### src/rtl/dem4_pkg.sv
// Shared constants for the 4-digit BCD counter / 7-segment scan block.
// Segment patterns are gfedcba, active-low; anode codes are active-low.
package dem4_pkg;

    localparam logic [6:0] SEG_0     = 7'b1000000;
    localparam logic [6:0] SEG_1     = 7'b1111001;
    localparam logic [6:0] SEG_2     = 7'b0100100;
    localparam logic [6:0] SEG_3     = 7'b0110000;
    localparam logic [6:0] SEG_4     = 7'b0011001;
    localparam logic [6:0] SEG_5     = 7'b0010010;
    localparam logic [6:0] SEG_6     = 7'b0000010;
    localparam logic [6:0] SEG_7     = 7'b1111000;
    localparam logic [6:0] SEG_8     = 7'b0000000;
    localparam logic [6:0] SEG_9     = 7'b0010000;
    localparam logic [6:0] SEG_BLANK = 7'b1111111;

    localparam logic [3:0] AN_D0 = 4'b1110;
    localparam logic [3:0] AN_D1 = 4'b1101;
    localparam logic [3:0] AN_D2 = 4'b1011;
    localparam logic [3:0] AN_D3 = 4'b0111;

    localparam logic [3:0] BCD_MAX_DIGIT = 4'd9;

endpackage

### src/rtl/bcd_to_7seg.sv
// Combinational BCD digit to active-low 7-segment (gfedcba) decoder.
// Codes 10..15 cannot occur from the counter; they blank the digit.
module bcd_to_7seg
    import dem4_pkg::*;
(
    input  logic [3:0] digit,
    output logic [6:0] seg
);

    // Map one BCD digit onto its segment pattern.
    always_comb begin
        seg = SEG_BLANK;
        case (digit)
            4'd0:    seg = SEG_0;
            4'd1:    seg = SEG_1;
            4'd2:    seg = SEG_2;
            4'd3:    seg = SEG_3;
            4'd4:    seg = SEG_4;
            4'd5:    seg = SEG_5;
            4'd6:    seg = SEG_6;
            4'd7:    seg = SEG_7;
            4'd8:    seg = SEG_8;
            4'd9:    seg = SEG_9;
            default: seg = SEG_BLANK;
        endcase
    end

endmodule

### src/rtl/dem4_bcd_scan.sv
// 4-digit BCD up/down event counter driven by rising edges of tick_in,
// with a multiplexed common-anode 7-segment display scanner.
module dem4_bcd_scan
    import dem4_pkg::*;
#(
    parameter int SCAN_N = 16
) (
    input  logic        clk,
    input  logic        reset,
    input  logic        tick_in,
    input  logic        en,
    input  logic        up,
    input  logic        clr,
    output logic [15:0] bcd,
    output logic        carry,
    output logic [6:0]  seg,
    output logic [3:0]  an
);

    logic              tick_d;
    logic              armed;
    logic              event_p0;
    logic [15:0]       bcd_nxt;
    logic              wrap;
    logic [SCAN_N-1:0] scan;
    logic [1:0]        sel;
    logic [3:0]        cur_digit;
    logic [3:0]        an_nxt;
    logic [6:0]        seg_nxt;

    // armed blocks the first cycle after reset release, so a tick_in that
    // is already high when reset drops is absorbed into tick_d, not counted.
    assign event_p0 = tick_in & ~tick_d & en & armed;

    // Edge-detect history and post-reset arming.
    always_ff @(posedge clk) begin
        if (reset) begin
            tick_d <= 1'b0;
            armed  <= 1'b0;
        end else begin
            tick_d <= tick_in;
            armed  <= 1'b1;
        end
    end

    // Next count: ripple increment/decrement through all four digits.
    always_comb begin
        logic [3:0] dig;
        logic       c;
        bcd_nxt = bcd;
        c       = 1'b1;
        dig     = 4'd0;
        for (int i = 0; i < 4; i++) begin
            dig = bcd[4*i +: 4];
            if (c) begin
                if (up) begin
                    if (dig == BCD_MAX_DIGIT) begin
                        dig = 4'd0;
                    end else begin
                        dig = dig + 4'd1;
                        c   = 1'b0;
                    end
                end else begin
                    if (dig == 4'd0) begin
                        dig = BCD_MAX_DIGIT;
                    end else begin
                        dig = dig - 4'd1;
                        c   = 1'b0;
                    end
                end
            end
            bcd_nxt[4*i +: 4] = dig;
        end
        wrap = c;
    end

    // Count register with reset > clr > event priority; carry is a pulse.
    always_ff @(posedge clk) begin
        if (reset) begin
            bcd   <= 16'h0000;
            carry <= 1'b0;
        end else if (clr) begin
            bcd   <= 16'h0000;
            carry <= 1'b0;
        end else if (event_p0) begin
            bcd   <= bcd_nxt;
            carry <= wrap;
        end else begin
            carry <= 1'b0;
        end
    end

    // Free-running scan counter; its top two bits pick the digit.
    always_ff @(posedge clk) begin
        if (reset) begin
            scan <= '0;
        end else begin
            scan <= scan + 1'b1;
        end
    end

    assign sel = scan[SCAN_N-1:SCAN_N-2];

    // Select the digit and anode code for the current scan slot.
    always_comb begin
        cur_digit = bcd[3:0];
        an_nxt    = AN_D0;
        case (sel)
            2'd0: begin cur_digit = bcd[3:0];   an_nxt = AN_D0; end
            2'd1: begin cur_digit = bcd[7:4];   an_nxt = AN_D1; end
            2'd2: begin cur_digit = bcd[11:8];  an_nxt = AN_D2; end
            2'd3: begin cur_digit = bcd[15:12]; an_nxt = AN_D3; end
            default: begin cur_digit = bcd[3:0]; an_nxt = AN_D0; end
        endcase
    end

    bcd_to_7seg u_dec (
        .digit (cur_digit),
        .seg   (seg_nxt)
    );

    // Register display outputs; reset shows "0" on the ones digit.
    always_ff @(posedge clk) begin
        if (reset) begin
            seg <= SEG_0;
            an  <= AN_D0;
        end else begin
            seg <= seg_nxt;
            an  <= an_nxt;
        end
    end

endmodule

### config.mk
export PLATFORM = sky130hd
export DESIGN_NAME = dem4_bcd_scan
export DESIGN_NICKNAME = d
export VERILOG_FILES = /design/src/rtl/dem4_pkg.sv /design/src/rtl/bcd_to_7seg.sv /design/src/rtl/dem4_bcd_scan.sv
export SDC_FILE = /design/constraint.sdc
export NUM_CORES = 1
export LEC_CHECK = 0
export CORE_ASPECT_RATIO = 0.6
export CORE_MARGIN = 2
export CORE_UTILIZATION = 59
export CTS_CLUSTER_DIAMETER = 200
export DETAILED_ROUTE_END_ITERATION = 6
export PLACE_DENSITY = 0.9
export SLEW_MARGIN = 25
export SYNTH_ARGS = -nofsm -noshare
export SYNTH_HDL_FRONTEND = slang
export SYNTH_SLANG_ARGS = --single-unit
export TNS_END_PERCENT = 30
### constraint.sdc
create_clock -name clk -period 4.2 [get_ports clk]
set_input_delay 1.26 -clock clk [delete_from_list [all_inputs] [get_ports clk]]
set_output_delay 1.26 -clock clk [all_outputs]
set_load 0.005 [all_outputs]
* After elaboration in Yosys (flattened, before gate mapping)
Memories as Yosys holds them, arrays and structs flattened. A register that Yosys moved wholly into a read port is not among the register bits. Cells that the tools add are included.
Storage, ports and cells: register bits after elaboration 39, ROM bits 112, bits of input ports 6, output and inout bits 28, word-level logic and storage cells 71, memories kept 1
Cells by class: add/sub/neg operators 9, eq/ne operators 7, mux-type cells 29, bitwise operators 6, reductions and logical operators 10
Memories:
- (name not given) | depth 16, bits a word 7, read ports 1, clocked after Yosys merged registers in 1, write ports 0, RTL line bcd_to_7seg.sv:13 | case (digit)
Operators by type and width (number):
- two-way mux 4 bit | 12
- one-hot mux 4 bit (4 select lines) | 2
- adder 16 x 1 -> 16 bit (second input constant) | 1
- adder 4 x 1 -> 4 bit (second input constant) | 4
- == test 4 bit (second input constant) | 4
- zero test 4 bit | 4
- subtractor 4 x 1 -> 4 bit (second input constant) | 4
- two-way mux 1 bit | 15
- AND reduction 2 bit | 3
- == test 2 bit (second input constant) | 2
- OR reduction 4 bit | 1
- bitwise AND 1 bit | 3
- NOT 1 bit | 3
- == test 2 x 1 -> 1 bit (second input constant) | 1
- zero test 2 bit | 1
- OR reduction 2 bit | 1

* Longest topological paths before layout
depth in word-level cells 7, mapped depth 7, gate-level depth less buffers 6

* Hierarchy
A second synthesis with hierarchy kept.
Unflattened totals: cell total of the unflattened synthesis 302, area total of the unflattened synthesis 2538.7 um^2
Modules (own cells, without submodules):
- dem4_bcd_scan | instances 1, cells an instance 269, area each 2328.5 um^2, sequential area each 920.9 um^2
- bcd_to_7seg | instances 1, cells an instance 33, area each 210.2 um^2, sequential area each 0.0 um^2

* Worst setup path after synthesis
No wires, ideal clock.
kind input to register, start in up, end reg bcd[11], setup time 122 ps, arrival 2717 ps, required time 4078 ps, path slack 1362 ps, stages on the path 5, path buffers 1, cells stage by stage buf_2 or3_4 a2111oi_4 nand2_1 o311a_1
Between the ends: longest elaborated chain between the ends 3, elaborated cells between the ends (all ways) 5, classes of those cells mux: 4; reduce/logical: 1
Ends and longest elaborated chain:
- from (decl) | RTL line dem4_bcd_scan.sv:12 | input logic up,
- two-way mux 1 bit | RTL line dem4_bcd_scan.sv:56 | if (up) begin
- two-way mux 1 bit | RTL line dem4_bcd_scan.sv:55 | if (c) begin
- AND reduction 2 bit (no source line)
- to (signal assigned) | RTL line dem4_bcd_scan.sv:86 | bcd <= bcd_nxt;
- to (decl) | RTL line dem4_bcd_scan.sv:14 | output logic [15:0] bcd,
Several ways; a longest one is shown, not always the timed one. A chain may end at the register's enable or synchronous reset.

* Final worst setup path
Same ends and word-level chain as after synthesis.

==> metrics.md <==
| Metric | Value |
|---|---|
| Most common cell after layout, fill and taps aside | dfxtp_1 |
| Critical setup path kind | input pin to flip-flop |
| Initial antenna violation count | 0 |
| Yosys warns | 0 |
| Post-synth net total | about 300 |
| Yosys top cell area share | between 30% and 40% |
| Critical Path RT | 4400 ps |
| Most frequent cells in the layout | dfxtp_1 (46), clkdlybuf4s50_1 (33), nor2_1 (31) |
| Share of cells above drive strength 1 | 7.40% |
| WL per Instance | around 15 um |
| Clk_skew | 8.06 ps |
| Total gr overflow | 0 |
| # port buffers | 33 |
| Post-Syn Area per Cell | 8.43 um2 |
| # Post-CTS Setup Buffers | 0 |
| Startpoint types | input pin |
| Worst ir drop on vdd | about 0.00024 V |
| Final ANT Viol Nets | 0 |
| Routed WL | about 5500 um |
| Via count | 2,186 |
| GPL Wtd Cong | roughly 0.9 |
| Top_reg_cell synth | dfxtp_1 |
| Lkg Pwr | between 1 and 1.5 nW |
| Sink Count | 46 |
| Area delta synth->final | 18.3% |
| Number of remaining DRC errors | 0 |
| Number of vias per cell | roughly 6 |
| Setup Viol. Count Final | 0 |
| # Max-Cap Violations | 0 |
| Ys async rst share | 0% |
| Detailed Route Iter0 Violations | around 110 |
| Cell taking the most area after synthesis | dfxtp_1 |
| Clk slew on worst S/H paths | 80 ps |
| Fin crit share | 75.9% |
| Global-route wire length before repair | between 9000 and 10,000 um |
| Post-DP Area | between 2000 and 3000 um2 |
| Pin count of the biggest net entering global routing | 36 |
| TritonCTS Buffers | 5 |
| Post-synth EDFFs | 0 |
| Final nets | 320 |
| Slew HR | 60.4% |
| Data arrival time of the worst path | roughly 3400 ps |
| Clk Latency, worst-skew pair | around 300 ps |
| Clock root buffer | clkbuf_8 |
| Highest clock rate | ~310 MHz |
| Tmin final | 3190 ps |
| Post-layout util | a little over 70% |
| GRT Resource Usage Total | between 20% and 30% |
| CTS tree | done |
| Netlist cell types | between 50 and 60 |
| Initial core utilization | between 60 and 70% |
| Cells after synthesis | 294 |
| Mapped Area | ~2500 um2 |
| Power per cell area | between 300 and 400 nW/um2 |
| Die Area | 4750 um2 |
| Pwr Total | ~0.90 mW |
| Drt first pass iters | 5 |
| Antenna diodes | 0 |
| Die W | around 88 um |
| Fillers | 314 |
| Vias in the first global route | between 2,000 and 2,500 |
| Row cnt | 18 |
| Setup TNS | 0 ps |
| Worst-Margin Slew | slightly below 600 ps |
| Deepest clock path buffer count | 2 |
| Top Ports | 34 |
| CTS Hold Buffers Added | 0 |
| CTS resizes | 0 |
| Die Y | between 50 and 60 um |
| Top cells by area, synth | dfxtp_1 (37%), nor2_1 (4.7%), a21oi_1 (4.2%), mux4_2 (3.6%), xnor2_1 (3.5%) |
| Slew Limit Fails | 0 |
| Flops & latches, synth | 46 |
| CP Max Fanout | 35 |
| Fin. Hold Viols | 0 |
| HPWL Detailed | between 3000 and 4000 um |
| Crit. End Element | flip-flop |
| Fin area | between 2000 and 3000 um2 |
| Status | complete, no violations |
| Worst hold slack | 441 ps |
| HP Class | flip-flop to flip-flop |
| H-tree depth | 2 |
| Sequential-to-total area share from yosys stat | 37.2% |
| Core area | 4080 um2 |
| Unrepaired setup endpoints after global routing | false |
-- worst max-delay path, stage by stage --
cell and delay [ps]:
clkdlybuf4s50_1 480, buf_4 320, nand3_1 200, a2111oi_4 570
nand2_1 190, o311a_1 360
-- metal layers --
| layer | track usage, % | vias up | routed length [um] |
|---|---|---|---|
| li1 | - | 1092 | - |
| met1 | 34.7 | 1017 | 2650 |
| met2 | 38.9 | 71 | 2470 |
| met3 | 4.91 | 6 | 297 |
| met4 | 8.97 | 0 | 67 |
| met5 | 0 | - | 0 |
-- cell type report --
cell class	count	area [um2]	share of cell area (%)
Clock inverter	2	60.1	2.05
Sequential cell	46	921	31.4
Timing Repair Buffer	35	345	11.8
Inverter	9	33.8	1.15
Multi-Input combinational cell	213	1420	48.3
Clock buffer	6	82.6	2.82
Tap cell	60	75.1	2.56
-- cell usage after synthesis, types with 3 or more instances --
master	number
ha_1	4
o22ai_1	3
nor2b_1	7
a211oi_1	3
or3_1	7
or2_2	3
and3_1	6
nor3_1	9
xor2_1	9
clkbuf_1	20
xnor2_1	10
nor4_1	3
dfxtp_1	46
a31oi_1	6
a311oi_1	3
o31ai_1	3
nand3_1	10
a21oi_1	21
nand2_1	11
and2_1	3
nand4_1	6
nor2_1	31
o21ai_0	17
inv_1	9
mux4_2	4
-- registers in the layout, indices dropped and copies added, names as in the netlist --
name / cells
carry: 1
tick_d: 1
bcd: 16
armed: 1
seg: 7
scan: 16
an: 4
-- kinds of logic (layout without fill, tap and decap cells) --
group,Yosys count,after routing,share of synthesized area (%)
xor+xnor,19,19,6.71
mux,6,6,4.44
compound gates,76,76,20.7
buf+inv,35,52,5.75
fa+ha+maj,4,4,2.02
simple gates,108,108,23.2
flops,46,46,37.2
-- where the power goes --
part | internal, mW | total [mW] | leakage, nW | switching [mW]
Sequential | 0.440 | 0.445 | 0.372 | 0.00465
Combinational | 0.0215 | 0.0527 | 0.561 | 0.0312
Clock | 0.254 | 0.407 | 0.0714 | 0.153
-- path summary, 6_finish.rpt --
kind / cells after the start / endpoint / slack (ps) / start
max: 6 / bcd[11] / 1010 / up
min: 1 / scan[0] / 440 / scan[0]
max reg2reg: 4 / bcd[11] / 2010 / bcd[0]
min reg2reg: 1 / scan[0] / 440 / scan[0]
-- per-stage QoR --
step,setup slack (ps),instances
2_1_floorplan,1360,294
3_3_place_gp,816,363
3_5_place_dp,725,363
4_1_cts,1050,371
5_1_grt,889,371
6_report,1010,371
(Power assumes the default switching activity.)
